`src/rtl/hapara_axis_mc_timestamp_logger.sv`:
```
// hapara_axis_mc_timestamp_logger: multi-channel rising-edge timestamp capture logged as tagged entries into a BRAM ring
//   clk/rst          : single clock, synchronous active-high reset
//   bram_*           : BRAM write port (bram_dout reserved, unused)
//   req/ack          : per-channel level request, completion level
//   drop             : sticky per-channel lost-event flag
//   wrapped          : sticky ring write pointer wrap flag
//   HAPARA_TS_DELTA_EN : when defined, timestamp words hold per-channel deltas and header MSB is set
module hapara_axis_mc_timestamp_logger #(
  parameter int DATA_WIDTH = 32,
  parameter int TS_WIDTH = 64,
  parameter int NUM_CH = 4,
  parameter int DEPTH_ENTRIES = 256,
  parameter int unsigned BASE_ADDR = 0
) (
  input  logic                      clk,
  input  logic                      rst,
  output logic                      bram_clk,
  output logic                      bram_rst,
  output logic                      bram_en,
  output logic [DATA_WIDTH/8-1:0]   bram_we,
  output logic [DATA_WIDTH-1:0]     bram_addr,
  output logic [DATA_WIDTH-1:0]     bram_din,
  input  logic [DATA_WIDTH-1:0]     bram_dout,
  input  logic [NUM_CH-1:0]         req,
  output logic [NUM_CH-1:0]         ack,
  output logic [NUM_CH-1:0]         drop,
  output logic                      wrapped
);
  localparam int K = TS_WIDTH / DATA_WIDTH;
  localparam int BPW = DATA_WIDTH / 8;
  localparam int CW = NUM_CH > 1 ? $clog2(NUM_CH) : 1;
  localparam int PW = $clog2(DEPTH_ENTRIES);
  localparam int KW = K > 1 ? $clog2(K) : 1;
  localparam int SW = DATA_WIDTH - 8;
  typedef enum logic [1:0] {IDLE, HDR, TSW, DONE} state_t;
  state_t state, state_n;
  logic [TS_WIDTH-1:0] counter;
  logic [TS_WIDTH-1:0] snap [NUM_CH];
  logic [NUM_CH-1:0] req_d, pend, rise, clr;
  logic [CW-1:0] g, g_sel, rr_ptr;
  logic found;
  logic [KW-1:0] beat;
  logic [PW-1:0] wr_ptr;
  logic [SW-1:0] seq;
  logic [TS_WIDTH-1:0] ts_val;
  logic [DATA_WIDTH-1:0] hdr, ts_word, word_idx;
  logic unused_dout;
  assign bram_clk = clk;
  assign bram_rst = rst;
  assign unused_dout = ^bram_dout;
  assign rise = req & ~req_d;
  // pend[g] is treated as already clear during DONE so a fresh rise there is captured
  assign clr = state == DONE ? NUM_CH'(1) << g : '0;
`ifdef HAPARA_TS_DELTA_EN
  logic [TS_WIDTH-1:0] prev [NUM_CH];
  assign ts_val = snap[g] - prev[g];
  assign hdr = {1'b1, seq[SW-2:0], 8'(g)};
`else
  assign ts_val = snap[g];
  assign hdr = {seq, 8'(g)};
`endif
  assign ts_word = DATA_WIDTH'(ts_val >> (int'(beat) * DATA_WIDTH));
  assign word_idx = DATA_WIDTH'(wr_ptr) * DATA_WIDTH'(K + 1) + (state == TSW ? DATA_WIDTH'(beat) + DATA_WIDTH'(1) : '0);
  always_comb begin
    g_sel = '0;
    found = 1'b0;
    for (int k = 0; k < NUM_CH; k++)
      if (!found && pend[(int'(rr_ptr) + k) % NUM_CH]) begin
        g_sel = CW'((int'(rr_ptr) + k) % NUM_CH);
        found = 1'b1;
      end
  end
  always_ff @(posedge clk)
    if (rst) state <= IDLE;
    else state <= state_n;
  always_comb begin
    bram_en = 1'b0;
    bram_we = '0;
    bram_addr = '0;
    bram_din = '0;
    state_n = state == IDLE ? (found ? HDR : IDLE) :
              state == HDR  ? TSW :
              state == TSW  ? (beat == KW'(K - 1) ? DONE : TSW) : IDLE;
    if (state == HDR || state == TSW) begin
      bram_en = 1'b1;
      bram_we = '1;
      bram_addr = DATA_WIDTH'(BASE_ADDR) + word_idx * DATA_WIDTH'(BPW);
      bram_din = state == HDR ? hdr : ts_word;
    end
  end
  always_ff @(posedge clk)
    if (rst) begin
      counter <= '0;
      req_d <= '0;
      pend <= '0;
      ack <= '0;
      drop <= '0;
      wrapped <= 1'b0;
      wr_ptr <= '0;
      seq <= '0;
      rr_ptr <= '0;
      g <= '0;
      beat <= '0;
      for (int i = 0; i < NUM_CH; i++) snap[i] <= '0;
`ifdef HAPARA_TS_DELTA_EN
      for (int i = 0; i < NUM_CH; i++) prev[i] <= '0;
`endif
    end else begin
      counter <= counter + TS_WIDTH'(1);
      req_d <= req;
      pend <= (pend & ~clr) | rise;
      ack <= (ack | (clr & req)) & req;
      beat <= state == TSW ? beat + KW'(1) : '0;
      if (state == IDLE && found) g <= g_sel;
      for (int i = 0; i < NUM_CH; i++) begin
        if (rise[i] && pend[i] && !clr[i]) drop[i] <= 1'b1;
        if (rise[i] && (!pend[i] || clr[i])) snap[i] <= counter;
      end
      if (state == DONE) begin
        wr_ptr <= wr_ptr + PW'(1);
        if (&wr_ptr) wrapped <= 1'b1;
        seq <= seq + SW'(1);
        rr_ptr <= g == CW'(NUM_CH - 1) ? '0 : g + CW'(1);
`ifdef HAPARA_TS_DELTA_EN
        prev[g] <= snap[g];
`endif
      end
    end
endmodule
```
`config.mk`:
```
export PLATFORM = sky130hd
export DESIGN_NAME = hapara_axis_mc_timestamp_logger
export DESIGN_NICKNAME = d
export VERILOG_FILES = /design/src/rtl/hapara_axis_mc_timestamp_logger.sv
export SDC_FILE = /design/constraint.sdc
export NUM_CORES = 1
export LEC_CHECK = 0
export BUFFER_PORTS_ARGS = -buffer_cell sky130_fd_sc_hd__buf_2
export CORE_MARGIN = 2
export CORE_UTILIZATION = 35
export CTS_CLUSTER_DIAMETER = 60
export DETAILED_ROUTE_END_ITERATION = 6
export SLEW_MARGIN = 10
export SYNTH_ARGS = -nofsm -noshare
export SYNTH_HDL_FRONTEND = slang
export SYNTH_SLANG_ARGS = --single-unit
```
`constraint.sdc`:
```
create_clock -name clk -period 4.85 [get_ports clk]
set_input_delay 0 -clock clk [delete_from_list [all_inputs] [get_ports clk]]
set_output_delay 0 -clock clk [all_outputs]
set_load 0.02 [all_outputs]
```
==> flow_summary.toml <==
[status]
status = "completed"

[clock_network]
cts_tree = "done"
insertion_delay_ns = 0.67
postCtsSetupRepairBufs = 0
clkTransAtPathRegs_ns = 0.05

[logic_synthesis]
synth-simple-area-share = 0.201
synthMuxAreaShare = 0.102
synth_cell_type_count = 47
synth-xor-area-share = 0.0310
async_reset_ff_frac = 0
yosys_warnings = 0
synth_top_family_by_area = "simple AND/OR/NAND/NOR gates"
synth_ff_type = "edfxtp_1"
synth_area_sq_mm = 0.0178
ys_seq_elements = 378
synth_cells = 1471
avgSynthCellArea_sq_um = 12.1
synth_fa_ha_area_frac = 0.0205
synth_edf_count = 256
synth_compound_area_frac = 0.0384
ys_seq_area_frac = 0.570

[run]
cap_violations = 0

[floorplan]
core_sq_mm = 0.0502
io_pins = 118
rows = 82
start_util = 0.354
die_h_microns = 229
die_w_microns = 229
die-area_sq_mm = 0.0526

[worst_setup_path]
critPathBufInv = 4
ff2ff_setup_slack_ns = 1.41
cp_max_fo = 3
critPathSlowestCell = "fa_1"
r2r-start = "state[0]$_SDFF_PP0_"
cp_top_family = "adder cells"
slowest_delay_ns = 0.42
cp_cell_sequence = "inv_1 -> ha_1 -> nand2_1 -> fa_1 -> inv_1 -> ha_1 -> inv_1 -> fa_1 -> nor2b_1 -> o21ai_0 -> a21boi_0 -> o211ai_1 -> a21oi_1 -> buf_2"
cp_data_required_time_ns = 4.85
path_common_cell = "inv_1"
rr_endpoint = "snap[3][58]$_SDFFCE_PN0P_"
critPathKind = "reg2out"
rr_worst_depth = 7
crit_path_start_kind = "register"
path_depth = 14
crit_end = "bram_addr[11]"
startpoint = "state[0]$_SDFF_PP0_"
critPathArrivalTime_ns = 3.67
endpoint_kind = "primary output"

[global_routing]
grt_usage = 0.157
antenna_found_initial = 0
grt_pass1_wl_microns = 64600
grt_max_degree = 91
grt.overflow.total = 0
grt_pass1_vias = 11175

[timing]
layout_min_cycle_time_ns = 3.67
max_freq_ghz = 0.273
relSlewSlack = 0.238
fin_setup_tns_ns = 0
worstMarginPinSlew_ns = 1.14
rsz0062_at_grt = "no"
finalCritPeriodShare = 0.756
hold_viol_final = 0
clock_skew_ns = 0.0165
finalSetupViolations = 0
drv_slew = 0

[detailed_routing]
firstDrtPassIters = 5
wire_per_inst_microns = 18.6
num_vias = 11235
vias_per_cell = 5.06
drc = 0
drt_iter0_markers = 769
ant_nets = 0
routed_wl_microns = 41400

[final_layout]
diodes = 0
finalNetCount = 1580
layout-drive-gt1-share = 0.154
area_growth_pct = 13.9
fin_util = 0.404
n_fill_cell = 4698

[power]
p_leak_nw = 7.33
p_per_area_mw_per_mm2 = 378
ir_worst_vdd_mv = 0.210

[placement]
portBuffers = 63
place_congestion = 0.756
hpwl_microns = 25100

[hold_path]
hold_path_class = "in2reg"
flip-flops by register name (all words and copies together), names as in the netlist, named ones only:
| signal | count |
|---|---|
| ack | 4 |
| beat | 1 |
| counter | 64 |
| drop | 4 |
| g | 2 |
| pend | 4 |
| req_d | 4 |
| rr_ptr | 2 |
| seq | 24 |
| snap | 256 |
| state | 2 |
| wr_ptr | 8 |
| wrapped | 1 |
metal layers:
metal	wire, microns	global-route usage
met3	2260	0.0324
met1	17800	0.203
met5	0	0
met2	20700	0.270
met4	639	0.0353
where the power goes:
group | switching, mW | total, mW | internal, mW
registers | 0.0677 | 3.65 | 3.58
clock network | 1.33 | 3.41 | 2.08
logic | 0.387 | 0.595 | 0.208
total | 1.78 | 7.66 | 5.87
worst register-to-register path, cell delays in order (launching register included):
cell and delay, ns:
dfxtp_1 0.36, ha_1 0.61, nand2_1 0.20, nand2_1 0.12, nand2_1 0.45, nor2_4 0.83
buf_4 0.52, and2_1 0.21
cell families (layout without fill, tap and decap cells):
kind of cell / count (synthesis) / count (layout)
flops: 378 / 378
simple gates: 631 / 631
other cells: 1 / 22
buf+inv: 146 / 204
mux: 101 / 101
xor+xnor: 63 / 63
compound gates: 123 / 123
fa+ha+maj: 28 / 28
final cells by class:
class	instances	area [sq um]	area share
flip-flops and latches	378	10100	0.501
multi-input cells	968	7120	0.352
clock buffers	72	1350	0.0668
well taps	672	841	0.0415
repair buffers	87	513	0.0253
clock inverters	14	166	0.00822
inverters	31	116	0.00575
worst min path at each step:
stage | end | slack (ns) | startpoint | cells past startpoint
final | req_d[1]$_SDFF_PP0_ | 0.15 | req[1] | 3
after detailed placement | bram_clk | 0.13 | clk | 1
after global routing | req_d[0]$_SDFF_PP0_ | 0.18 | req[0] | 3
after CTS | req_d[1]$_SDFF_PP0_ | 0.13 | req[1] | 3
after global placement | bram_clk | 0.13 | clk | 1
after floorplan | bram_clk | 0.11 | clk | 1
layout by cell type (no fill, tap or decap), types with 31 or more instances in the layout:
| cell type | instances |
|---|---|
| buf_2 | 62 |
| edfxtp_1 | 256 |
| mux2i_1 | 37 |
| mux4_2 | 64 |
| nor2_1 | 96 |
| inv_1 | 31 |
| nand4_1 | 38 |
| dfxtp_1 | 119 |
| nand2_1 | 71 |
| xor2_1 | 46 |
| a21oi_1 | 47 |
| nor3_1 | 38 |
| clkbuf_16 | 48 |
| o21ai_0 | 48 |
| nand3_1 | 33 |
| and2_1 | 258 |
cell usage after synthesis (all sizes together), types with 31 or more instances:
library cell	count	share of area
a21oi	47	0.013
and2	259	0.091
buf	53	0.018
clkbuf	62	0.013
dfxtp	122	0.14
edfxtp	256	0.43
inv	31	0.0065
mux2i	37	0.021
mux4	64	0.081
nand2	71	0.015
nand3	36	0.011
nand4	40	0.015
nor2	100	0.021
nor3	38	0.011
o21ai	48	0.014
xor2	46	0.023
metrics by stage:
step | hold slack (ns) | power (mW) | cells | setup slack, ns | cell area, sq um
2_1_floorplan | 0.113 | 4.14 | 1492 | 2.02 | 17900
3_3_place_gp | 0.134 | 4.33 | 2132 | 1.52 | 18700
3_5_place_dp | 0.134 | 4.34 | 2132 | 1.44 | 18700
4_1_cts | 0.135 | 7.74 | 2222 | 1.15 | 20200
5_1_grt | 0.184 | 7.92 | 2222 | 0.930 | 20200
6_report | 0.146 | 7.66 | 2222 | 1.18 | 20200
timing repair:
item                                   in CTS  in global routing
hold buffers                                5                  0
resized for setup                           0                  0
endpoints found under the hold margin      21                  0
Power figures use the tool's default switching activity.
